`src/rtl/seven_seg_pkg.sv`:
```
// Shared types and constants for the seven-segment display scheduler.
package seven_seg_pkg;

   typedef enum logic [1:0] {
      IDLE   = 2'd0,
      BLANK  = 2'd1,
      ACTIVE = 2'd2
   } state_t;

   // All segments off on a common-anode, active-low display.
   localparam logic [6:0] SEG_BLANK = 7'h7F;

endpackage

```
`src/rtl/seven_segment_decoder.sv`:
```
// Combinational hex nibble to active-low seven-segment pattern (bit 6 = G, bit 0 = A).
module seven_segment_decoder (
   input  logic [3:0] nibble,
   output logic [6:0] seg_n
);

   always_comb begin
      seg_n = 7'h7F;
      case (nibble)
         4'h0: seg_n = 7'b1000000;
         4'h1: seg_n = 7'b1111001;
         4'h2: seg_n = 7'b0100100;
         4'h3: seg_n = 7'b0110000;
         4'h4: seg_n = 7'b0011001;
         4'h5: seg_n = 7'b0010010;
         4'h6: seg_n = 7'b0000010;
         4'h7: seg_n = 7'b1111000;
         4'h8: seg_n = 7'b0000000;
         4'h9: seg_n = 7'b0010000;
         4'hA: seg_n = 7'b0001000;
         4'hB: seg_n = 7'b0000011;
         4'hC: seg_n = 7'b1000110;
         4'hD: seg_n = 7'b0100001;
         4'hE: seg_n = 7'b0000110;
         4'hF: seg_n = 7'b0001110;
         default: seg_n = 7'h7F;
      endcase
   end

endmodule

```
`src/rtl/seven_segment_mux_ctrl.sv`:
```
// Time-multiplexed seven-segment scheduler with blank/dwell cadence and per-frame snapshot.
// Define SEVEN_SEG_LZB_EN to enable leading-zero blanking of digits above digit 0.
module seven_segment_mux_ctrl
   import seven_seg_pkg::*;
#(
   parameter int NUM_DIGITS   = 2,
   parameter int DWELL_CYCLES = 50000,
   parameter int BLANK_CYCLES = 500
) (
   input  logic                          clk,
   input  logic                          reset_n,
   input  logic                          en,
   input  logic [4*NUM_DIGITS-1:0]       digits_in,
   output logic [6:0]                    seg_n,
   output logic [NUM_DIGITS-1:0]         anode_n,
   output logic [$clog2(NUM_DIGITS)-1:0] digit_idx,
   output logic                          frame_done,
   output logic [1:0]                    dbg_state
);

   localparam int IDX_W   = $clog2(NUM_DIGITS);
   localparam int MAX_CYC = (DWELL_CYCLES > BLANK_CYCLES) ? DWELL_CYCLES : BLANK_CYCLES;
   localparam int CNT_W   = $clog2(MAX_CYC + 1);

   state_t                  state_q, state_d;
   logic [CNT_W-1:0]        cnt_q, cnt_d;
   logic [IDX_W-1:0]        idx_q, idx_d;
   logic [4*NUM_DIGITS-1:0] shadow_q, shadow_d;
   logic [6:0]              seg_q, seg_d;
   logic [NUM_DIGITS-1:0]   anode_q, anode_d;
   logic                    frame_done_q, frame_done_d;

   logic [3:0]              nibble_sel;
   logic [6:0]              dec_seg;
   logic [NUM_DIGITS-1:0]   lz_mask;

   always_comb begin
      state_d      = state_q;
      cnt_d        = cnt_q;
      idx_d        = idx_q;
      shadow_d     = shadow_q;
      frame_done_d = 1'b0;
      if (!en) begin
         state_d = IDLE;
         cnt_d   = '0;
         idx_d   = '0;
      end else begin
         case (state_q)
            IDLE: begin
               state_d = BLANK;
               cnt_d   = '0;
               idx_d   = '0;
            end
            BLANK: begin
               if (cnt_q == CNT_W'(BLANK_CYCLES - 1)) begin
                  state_d = ACTIVE;
                  cnt_d   = '0;
                  // Snapshot once per frame so every digit of a frame is coherent.
                  if (idx_q == '0) shadow_d = digits_in;
               end else begin
                  cnt_d = cnt_q + CNT_W'(1);
               end
            end
            ACTIVE: begin
               if (cnt_q == CNT_W'(DWELL_CYCLES - 1)) begin
                  state_d = BLANK;
                  cnt_d   = '0;
                  if (idx_q == IDX_W'(NUM_DIGITS - 1)) begin
                     idx_d        = '0;
                     frame_done_d = 1'b1;
                  end else begin
                     idx_d = idx_q + IDX_W'(1);
                  end
               end else begin
                  cnt_d = cnt_q + CNT_W'(1);
               end
            end
            default: begin
               state_d = IDLE;
               cnt_d   = '0;
               idx_d   = '0;
            end
         endcase
      end
   end

   // Outputs are derived from the next state so they change on the same edge as the state.
   always_comb begin
      nibble_sel = '0;
      for (int k = 0; k < NUM_DIGITS; k++) begin
         if (idx_d == IDX_W'(k)) nibble_sel = shadow_d[4*k +: 4];
      end
   end

`ifdef SEVEN_SEG_LZB_EN
   always_comb begin
      logic all_zero;
      all_zero = 1'b1;
      lz_mask  = '0;
      for (int k = NUM_DIGITS - 1; k >= 0; k--) begin
         all_zero   = all_zero && (shadow_d[4*k +: 4] == 4'h0);
         lz_mask[k] = all_zero && (k != 0);
      end
   end
`else
   assign lz_mask = '0;
`endif

   seven_segment_decoder u_decoder (
      .nibble (nibble_sel),
      .seg_n  (dec_seg)
   );

   always_comb begin
      seg_d   = SEG_BLANK;
      anode_d = '1;
      if (state_d == ACTIVE && !lz_mask[idx_d]) begin
         seg_d   = dec_seg;
         anode_d = ~(NUM_DIGITS'(1) << idx_d);
      end
   end

   always_ff @(posedge clk or negedge reset_n) begin
      if (!reset_n) begin
         state_q      <= IDLE;
         cnt_q        <= '0;
         idx_q        <= '0;
         shadow_q     <= '0;
         seg_q        <= SEG_BLANK;
         anode_q      <= '1;
         frame_done_q <= 1'b0;
      end else begin
         state_q      <= state_d;
         cnt_q        <= cnt_d;
         idx_q        <= idx_d;
         shadow_q     <= shadow_d;
         seg_q        <= seg_d;
         anode_q      <= anode_d;
         frame_done_q <= frame_done_d;
      end
   end

   assign seg_n      = seg_q;
   assign anode_n    = anode_q;
   assign digit_idx  = idx_q;
   assign frame_done = frame_done_q;
   assign dbg_state  = state_q;

endmodule
```
`config.mk`:
```
export PLATFORM = sky130hd
export DESIGN_NAME = seven_segment_mux_ctrl
export DESIGN_NICKNAME = d
export VERILOG_FILES = /design/src/rtl/seven_seg_pkg.sv /design/src/rtl/seven_segment_decoder.sv /design/src/rtl/seven_segment_mux_ctrl.sv
export SDC_FILE = /design/constraint.sdc
export NUM_CORES = 1
export LEC_CHECK = 0
export CORE_MARGIN = 3
export CORE_UTILIZATION = 35
export CTS_CLUSTER_SIZE = 8
export DETAILED_ROUTE_END_ITERATION = 16
export PLACE_DENSITY = 0.58
export SYNTH_ARGS = -nofsm -noshare
export SYNTH_HDL_FRONTEND = slang
export SYNTH_SLANG_ARGS = --single-unit
```
`constraint.sdc`:
```
create_clock -name clk -period 4.8 [get_ports clk]
set_input_delay 0.48 -clock clk [delete_from_list [all_inputs] [get_ports clk]]
set_output_delay 0.48 -clock clk [all_outputs]
set_load 0.01 [all_outputs]
```
==> flow_metrics.env <==
export IMPL_p_leak_nw=1.10
export IMPL_fin_area_sq_um=2590
export IMPL_rsz0062_at_grt="no"
export IMPL_hold_violations=0
export IMPL_yosysTopAreaCellShare_pct=32.3
export IMPL_drcViolationCount=0
export IMPL_synth_nets=218
export IMPL_drt_first_pass_iters=5
export IMPL_synth_common_cells="dfrtp_1 (28), nor2_1 (23), mux2i_1 (14), nand2_1 (14), ha_1 (12)"
export IMPL_worst_pin_slew_ps=806
export IMPL_cts_root_buf="clkbuf_8"
export IMPL_cts_max_level=2
export IMPL_placement_cell_area_sq_um=2460
export IMPL_cp_arrival_ps=3890
export IMPL_place_ws_ps=1090
export IMPL_end_kind="register"
export IMPL_slew_viol_final=0
export IMPL_num_rows=28
export IMPL_syn_area_per_cell_sq_um=11.1
export IMPL_synth_edff_count=0
export IMPL_critPathBufInv=1
export IMPL_gp_congestion=0.840
export IMPL_netlist_instances=195
export IMPL_cts_resized=0
export IMPL_cts_tree="built"
export IMPL_grt_usage_pct=12.4
export IMPL_via_count=1488
export IMPL_start_kind="register"
export IMPL_path_cells="or4_4 -> nor4_1 -> ha_1 -> a22oi_2 -> nor2_4 -> mux2i_1 -> mux2i_1 -> inv_1 -> ha_1 -> a211oi_1 -> o31ai_2"
export IMPL_ioPinCount=24
export IMPL_final_nets=244
export IMPL_cts_hold_buf=0
export IMPL_cts_buffers=5
export IMPL_cp_top_family="simple AND/OR/NAND/NOR gates"
export IMPL_wl_met2_um=1680
export IMPL_grt_overflow=0
export IMPL_timing_final_ws_setup_ps=1120
export IMPL_antenna_found_initial=0
export IMPL_layout_drive_gt1_share_pct=16.7
export IMPL_outcome="finished, final reports clean"
export IMPL_grt_max_degree=38
export IMPL_yosysSeqAreaShare_pct=43.2
export IMPL_highest_layer="met4"
export IMPL_fin_worst_skew_ps=8.01
export IMPL_grt_pass1_wl_um=7230
export IMPL_clockBufferDepth=2
export IMPL_synth_area_top_cells="dfrtp_1 (32%), dfstp_2 (11%), ha_1 (6.9%)"
export IMPL_yosysTopAreaCell="dfrtp_1"
export IMPL_yosysMostFrequentCell="dfrtp_1"
export IMPL_vias_per_cell=5.01
export IMPL_slew_headroom_pct=46.3
export IMPL_ant_nets=0
export IMPL_p_total_uw=666
export IMPL_setup_violations=0
export IMPL_dieArea_sq_um=7180
export IMPL_ys_flop_type="dfrtp_1"
export IMPL_drt_iter0_drc=44
export IMPL_wl_met1_um=2070
export IMPL_synth_seq_cells=37
export IMPL_required_ps=5000
export IMPL_area_growth_pct=19.6
export IMPL_cp_max_fo=14
export IMPL_wl_met3_um=148
export IMPL_drt_total_wl_um=3980
export IMPL_antenna_cells=0
export IMPL_syn_area_sq_um=2170
export IMPL_core_sq_um=5960
export IMPL_maxCapViolations=0
export IMPL_hp_class="in2async"
export IMPL_clock_sinks=37
export IMPL_critPathSlowestCell="or4_4"
export IMPL_dp_hpwl_um=2940
export IMPL_first_global_vias=1525
export IMPL_cellPowerDensity_nw_per_um2=257
export IMPL_synth_async_reset_ratio_pct=100
export IMPL_wire_per_inst_um=13.4
export IMPL_clk_latency_ps=290
export IMPL_crit_type="reg2reg"
export IMPL_cts_setup_buffers=0
export IMPL_setup_tns_ps=0
export IMPL_port_buffers=23
export IMPL_yosysUniqueCellTypes=48
export IMPL_r2r_slack_ps=1120
export IMPL_layout_min_cycle_time_ps=3680
export IMPL_fill_cells=575
export IMPL_yosysWarningCount=0
export IMPL_die_y_um=84.7
export IMPL_vdd_ir_drop_max_v=0.000126
export IMPL_critPathMaxStageDelay_ps=570
export IMPL_fin_crit_sh_pct=76.8
export IMPL_start_util_pct=36.4
export IMPL_clk_pin_slew_ps=80
export IMPL_die_w_um=84.7
export IMPL_placed_cells=289
export IMPL_final_cells=297
export IMPL_max_freq_ghz=0.271
[power by group]
part / internal (mW) / switching, mW
Clock: 0.206 / 0.115
Sequential: 0.313 / 0.00146
Combinational: 0.0130 / 0.0171
Total: 0.532 / 0.133
[stage by stage]
step / hold WS, ps / util (%)
after floorplan: 184 / -
after global placement: 475 / 41.3
after detailed placement: 483 / 41.3
after CTS: 309 / 43.6
after global routing: 344 / 43.6
final: 271 / 43.6
[cell usage in the layout, fill, tap and decap left out, drive strengths merged, types with 2 or more instances in the layout]
cell            n
dfrtp          28
nor2           25
clkdlybuf4s50  22
nand2          14
mux2i          14
mux2           14
ha             12
nand3          10
xnor2           9
xor2            9
dfstp           9
inv             6
and3            6
clkbuf          5
o21ai           4
nor4            3
nand4           3
a22oi           2
a31oi           2
a211oi          2
bufinv          2
o221ai          2
[cell families after synthesis]
logic type      Yosys count  share of synthesized area (%)
compound gates           20                           8.53
xor+xnor                 18                           7.27
fa+ha+maj                12                           6.92
buf+inv                  10                           2.36
flops                    37                           43.2
mux                      28                           14.4
simple gates             70                           17.3
[area by class of cell]
cell class	count	area, sq um	area share (%)
repair buffers	23	225	8.68
clock inverters	3	65.1	2.51
well taps	75	93.8	3.62
clock buffers	5	68.8	2.65
inverters	6	22.5	0.868
multi-input cells	148	1180	45.5
flip-flops and latches	37	937	36.1
[flip-flops by register name, indices dropped and copies added, names as in the netlist]
register and cells:
cnt_q 16, shadow_q 8, seg_n 7, anode_n 2, dbg_state 2, digit_idx 1
frame_done 1
[path summary, 6_finish.rpt]
| check | from | endpoint | depth (start not counted) |
|---|---|---|---|
| worst max-delay path | cnt_q[10]$_DFF_PN0_ | seg_n[0]$_DFF_PN1_ | 11 |
| max in group asynchronous | reset_n | shadow_q[2]$_DFF_PN0_ | 1 |
| worst min register to register | shadow_q[5]$_DFF_PN0_ | shadow_q[5]$_DFF_PN0_ | 1 |
| worst max register to register | cnt_q[10]$_DFF_PN0_ | seg_n[0]$_DFF_PN1_ | 11 |
| min in group clk | shadow_q[5]$_DFF_PN0_ | shadow_q[5]$_DFF_PN0_ | 1 |
| worst min-delay path | reset_n | dbg_state[0]$_DFF_PN0_ | 1 |
[routing by layer]
metal  vias to the layer above  GRT usage [%]
li1                        741              -
met1                       717           17.1
met2                        22           18.9
met3                         8           2.45
met4                         0           5.61
met5                         -              0
No activity file was read; power rests on OpenSTA's default activity.
==> RTL change 1, RTL diff (same settings) <==
Put one more register stage on the output `frame_done`. The value now appears one clock later. The other outputs are not delayed to match.
--- a/src/rtl/seven_segment_mux_ctrl.sv
+++ b/src/rtl/seven_segment_mux_ctrl.sv
@@ -145,3 +145,5 @@
    assign digit_idx  = idx_q;
-   assign frame_done = frame_done_q;
+   always_ff @(posedge clk) begin
+      frame_done <= frame_done_q;
+   end
    assign dbg_state  = state_q;
Check against the original RTL: no difference found for any inputs over 10 cycles, from zero or initial values and one cycle with reset_n low; that may be too few to reach the edited logic, so the function may still have changed.
==> RTL change 1 against the original RTL <==
Area after synthesis is 0.92% higher; cell area rose by 0.48%; worst setup slack gained 0.040 ns; largest power group is now registers; sequential cell count rose by 1; wire length increased by 3.2%; clock skew down 0.0021 ns; power shrank 6.0%.
==> RTL change 1: results (changes against the original RTL) <==
metric	value	unit	change
outcome	complete, no violations		
p_int	489.7	uW	-8.0%
grt_pass1_vias	1622		+6.4%
drtPass1Iterations	4		-1
buf_share	0.09121		+0.004384
synth_seq_cells	38		+2.7%
skew	0.005922	ns	-0.002084 ns
grt_use_total	0.1272		+0.002948
worstMarginPinSlew	0.5115	ns	-0.2946 ns
drt-total-wl	4103	um	+3.2%
netlist_instances	196		+0.51%
fill_cells	558		-3.0%
synthArstFlopShare	0.9737		-0.02632
drt_iter0_drc	101		+130%
clkCellAreaFrac	0.04369		-0.007929
syn-num-nets	219		+0.46%
whs	0.3460	ns	+0.07479 ns
vias	1510		+1.5%
r2r_setup_slack	1.16	ns	+0.04 ns
buffers	24		+4.3%
seqPwrFrac	0.515		+0.043
power_density	240.1	nW/um2	-6.5%
swShare	0.2175		+0.01710
ys_types	49		+2.1%
synthTopCellsByArea	dfrtp_1 (32%), dfstp_2 (11%), ha_1 (6.9%), mux2i_1 (6.4%), mux2_1 (4.1%)		
place_inst	291		+0.69%
dpl_cell_area	2492	um2	+1.3%
dpl.hpwl	2977	um	+1.2%
layout.nets	246		+0.82%
hp-class	flip-flop to flip-flop		
p_comb	31.7	uW	+5%
[RTL change 1: cell count changes after synthesis, sizes merged]
cell	delta
dfxtp	+1
[RTL change 1: cells by family after synthesis]
group	synth area share
XOR/XNOR	0.07200
flip-flops	0.4371
multiplexers	0.1429
adder cells (fa/ha/maj)	0.06857
AND/OR/NAND/NOR	0.1714
AO/OA/AOI/OAI	0.08457
buffers and inverters	0.02343
[RTL change 1: how the worst max path moves through the flow]
stage                         from                 end  slack [ns]  depth (start not counted)
2_1_floorplan  cnt_q[10]$_DFF_PN0_  seg_n[3]$_DFF_PN1_        1.48                         13
3_3_place_gp   cnt_q[10]$_DFF_PN0_  seg_n[0]$_DFF_PN1_        1.33                         11
3_5_place_dp   cnt_q[10]$_DFF_PN0_  seg_n[0]$_DFF_PN1_        1.17                         11
4_1_cts        cnt_q[10]$_DFF_PN0_  seg_n[0]$_DFF_PN1_        1.16                         11
5_1_grt        cnt_q[10]$_DFF_PN0_  seg_n[0]$_DFF_PN1_        0.84                         11
6_report       cnt_q[10]$_DFF_PN0_  seg_n[0]$_DFF_PN1_        1.16                         11
[RTL change 1: worst reg2reg max path, delay by kind of cell (launching register included)]
kind | cells | cell delay, ns
and+or+nand+nor | 3 | 1.13
adders and majority gates | 2 | 0.63
muxes | 2 | 0.58
AOI/OAI and AO/OA | 3 | 0.58
DFF | 1 | 0.45
buffers and inverters | 1 | 0.17
[RTL change 1: per-layer routing]
metal	vias up	routed length [um]	track usage
li1	753	-	-
met1	722	2183	0.1837
met2	27	1723	0.1829
met3	8	116	0.02718
met4	0	80	0.05468
met5	-	0	0
==> RTL change 2, RTL diff (same flow settings) <==
Without the edit above. The option `SEVEN_SEG_LZB_EN` is turned on by a define.
--- a/src/rtl/seven_segment_mux_ctrl.sv
+++ b/src/rtl/seven_segment_mux_ctrl.sv
@@ -2,2 +2,4 @@
 // Define SEVEN_SEG_LZB_EN to enable leading-zero blanking of digits above digit 0.
+`define SEVEN_SEG_LZB_EN
+
 module seven_segment_mux_ctrl
Formal check against the unedited RTL: same outputs for any inputs over 10 cycles, from zero or initial values and one cycle with reset_n low; that may be too few to reach the edited logic, so the function may still have changed.
==> RTL change 2 against the original RTL <==
Power decreased by 15%; worst setup slack got worse by 0.12 ns; area after synthesis decreased by 6.3%; wire length decreased by 6.6%; critical path depth increased by 4; final cell count decreased by 2.4%; cell area decreased by 6.4%; sequential cell count unchanged; largest cell class unchanged; largest power group is now registers; highest routed layer unchanged.
==> RTL change 2: results (changes against the original RTL) <==
metric	value	unit	change
avgViaCountPerCell	4.824		-3.7%
drive_gt1_frac	0.1514		-0.01529
drt_iter0_drc	86		+95%
synthTopCellsByArea	dfrtp_1 (34%), dfstp_2 (12%), ha_1 (7.4%), mux2i_1 (5.9%), mux2_2 (5.5%)		
globalplace.congestion	0.8248		-1.8%
r2r_setup_slack	0.99	ns	-0.12 ns
dr_wl_met3	128	um	-14%
seq_area_frac_synth	0.4612		+0.02926
drc	0		unchanged
layout.nets	240		-1.6%
dpl_cell_area	2337	um2	-5.0%
ys_types	42		-13%
met1Wirelength	1935	um	-6.3%
grt_pass1_wl	6361	um	-12%
dpl.hpwl	2652	um	-9.8%
grt_use_total	0.1226		-0.001667
p_leak	0.0009978	uW	-8.9%
maxSlewHeadroom	0.3561		-0.1066
drt-total-wl	3713	um	-6.6%
wl_met2	1581	um	-6.1%
hp-class	flip-flop to flip-flop		
drtPass1Iterations	4		-1
cap_violations	0		unchanged
routed.top_layer	met4		
clkTransAtPathRegs	0.07	ns	
synth_common_cells	dfrtp_1 (28), nor2_1 (25), nand2_1 (14)		
post_cts_buffers	0		unchanged
skew	0.002621	ns	-0.005385 ns
crit_path_max_fanout	11		-3
syn-num-nets	213		-2.3%
outcome	complete, no violations		
r2r_cells	15		+4
ir_drop	0.09425	mV	-25%
cts_htree_levels	2		unchanged
RTL change 2: layout make-up:
| type | instances | area (um2) |
|---|---|---|
| inverter | 10 | 37.54 |
| timing repair buffer | 25 | 245.2 |
| tap | 72 | 90.09 |
| fill | 555 | 3147 |
| sequential | 37 | 937.1 |
| clock buffer | 8 | 90.09 |
| multi-input combinational | 138 | 1027 |
RTL change 2: worst max-delay path, cell delays in order, from the launching register on:
cell and delay (ns):
dfrtp_1 0.39, ha_1 0.23, and3_1 0.18, nand4_1 0.17
inv_1 0.06, ha_1 0.27, a22oi_1 0.07, nor2_1 0.74
mux2_2 0.30, nor2_1 0.04, a21oi_1 0.40, inv_1 0.16
ha_1 0.29, nor2b_1 0.15, a211oi_1 0.15, o21ai_0 0.10
RTL change 2: through the flow:
step / hold slack [ns] / setup WS, ns / power [uW] / std cells / util
after floorplan: 0.1844 / 1.736 / 327.4 / 190 / -
after global placement: 0.4443 / 1.129 / 347.3 / 282 / 0.4193
after detailed placement: 0.4563 / 0.9936 / 347.0 / 282 / 0.4193
after CTS: 0.4661 / 0.9518 / 574.3 / 290 / 0.4355
after global routing: 0.4895 / 0.5593 / 584.2 / 290 / 0.4355
final: 0.4570 / 0.9935 / 562.9 / 290 / 0.4355
RTL change 2: path summary, 6_finish.rpt:
kind	startpoint	endpoint
max in group asynchronous	reset_n	anode_n[0]$_DFF_PN1_
min in group asynchronous	reset_n	shadow_q[2]$_DFF_PN0_
max	cnt_q[0]$_DFF_PN0_	seg_n[3]$_DFF_PN1_
min reg2reg	cnt_q[0]$_DFF_PN0_	cnt_q[0]$_DFF_PN0_
max reg2reg	cnt_q[0]$_DFF_PN0_	seg_n[3]$_DFF_PN1_
min	cnt_q[0]$_DFF_PN0_	cnt_q[0]$_DFF_PN0_
RTL change 2: cell families (layout without fill, tap and decap cells):
kind of cell	after synthesis	after routing	synth area share
multiplexers	22	22	0.1145
buffers and inverters	15	43	0.03325
flip-flops	37	37	0.4612
AND/OR/NAND/NOR	69	69	0.1915
XOR/XNOR	12	12	0.05172
AO/OA/AOI/OAI	23	23	0.07389
adder cells (fa/ha/maj)	12	12	0.07389
RTL change 2: layer usage:
layer,up-vias,track usage
met5,-,0
met4,0,0.05150
met3,5,0.02495
met2,27,0.1779
met1,651,0.1763
li1,716,-
RTL change 2: report_power, final:
part           switching [uW]  total, uW  internal [uW]  leakage [uW]
registers                1.13        314            313      0.000484
logic                    14.5       26.5           12.1      0.000468
clock network             105        222            117     0.0000455
total                     121        563            442      0.000998
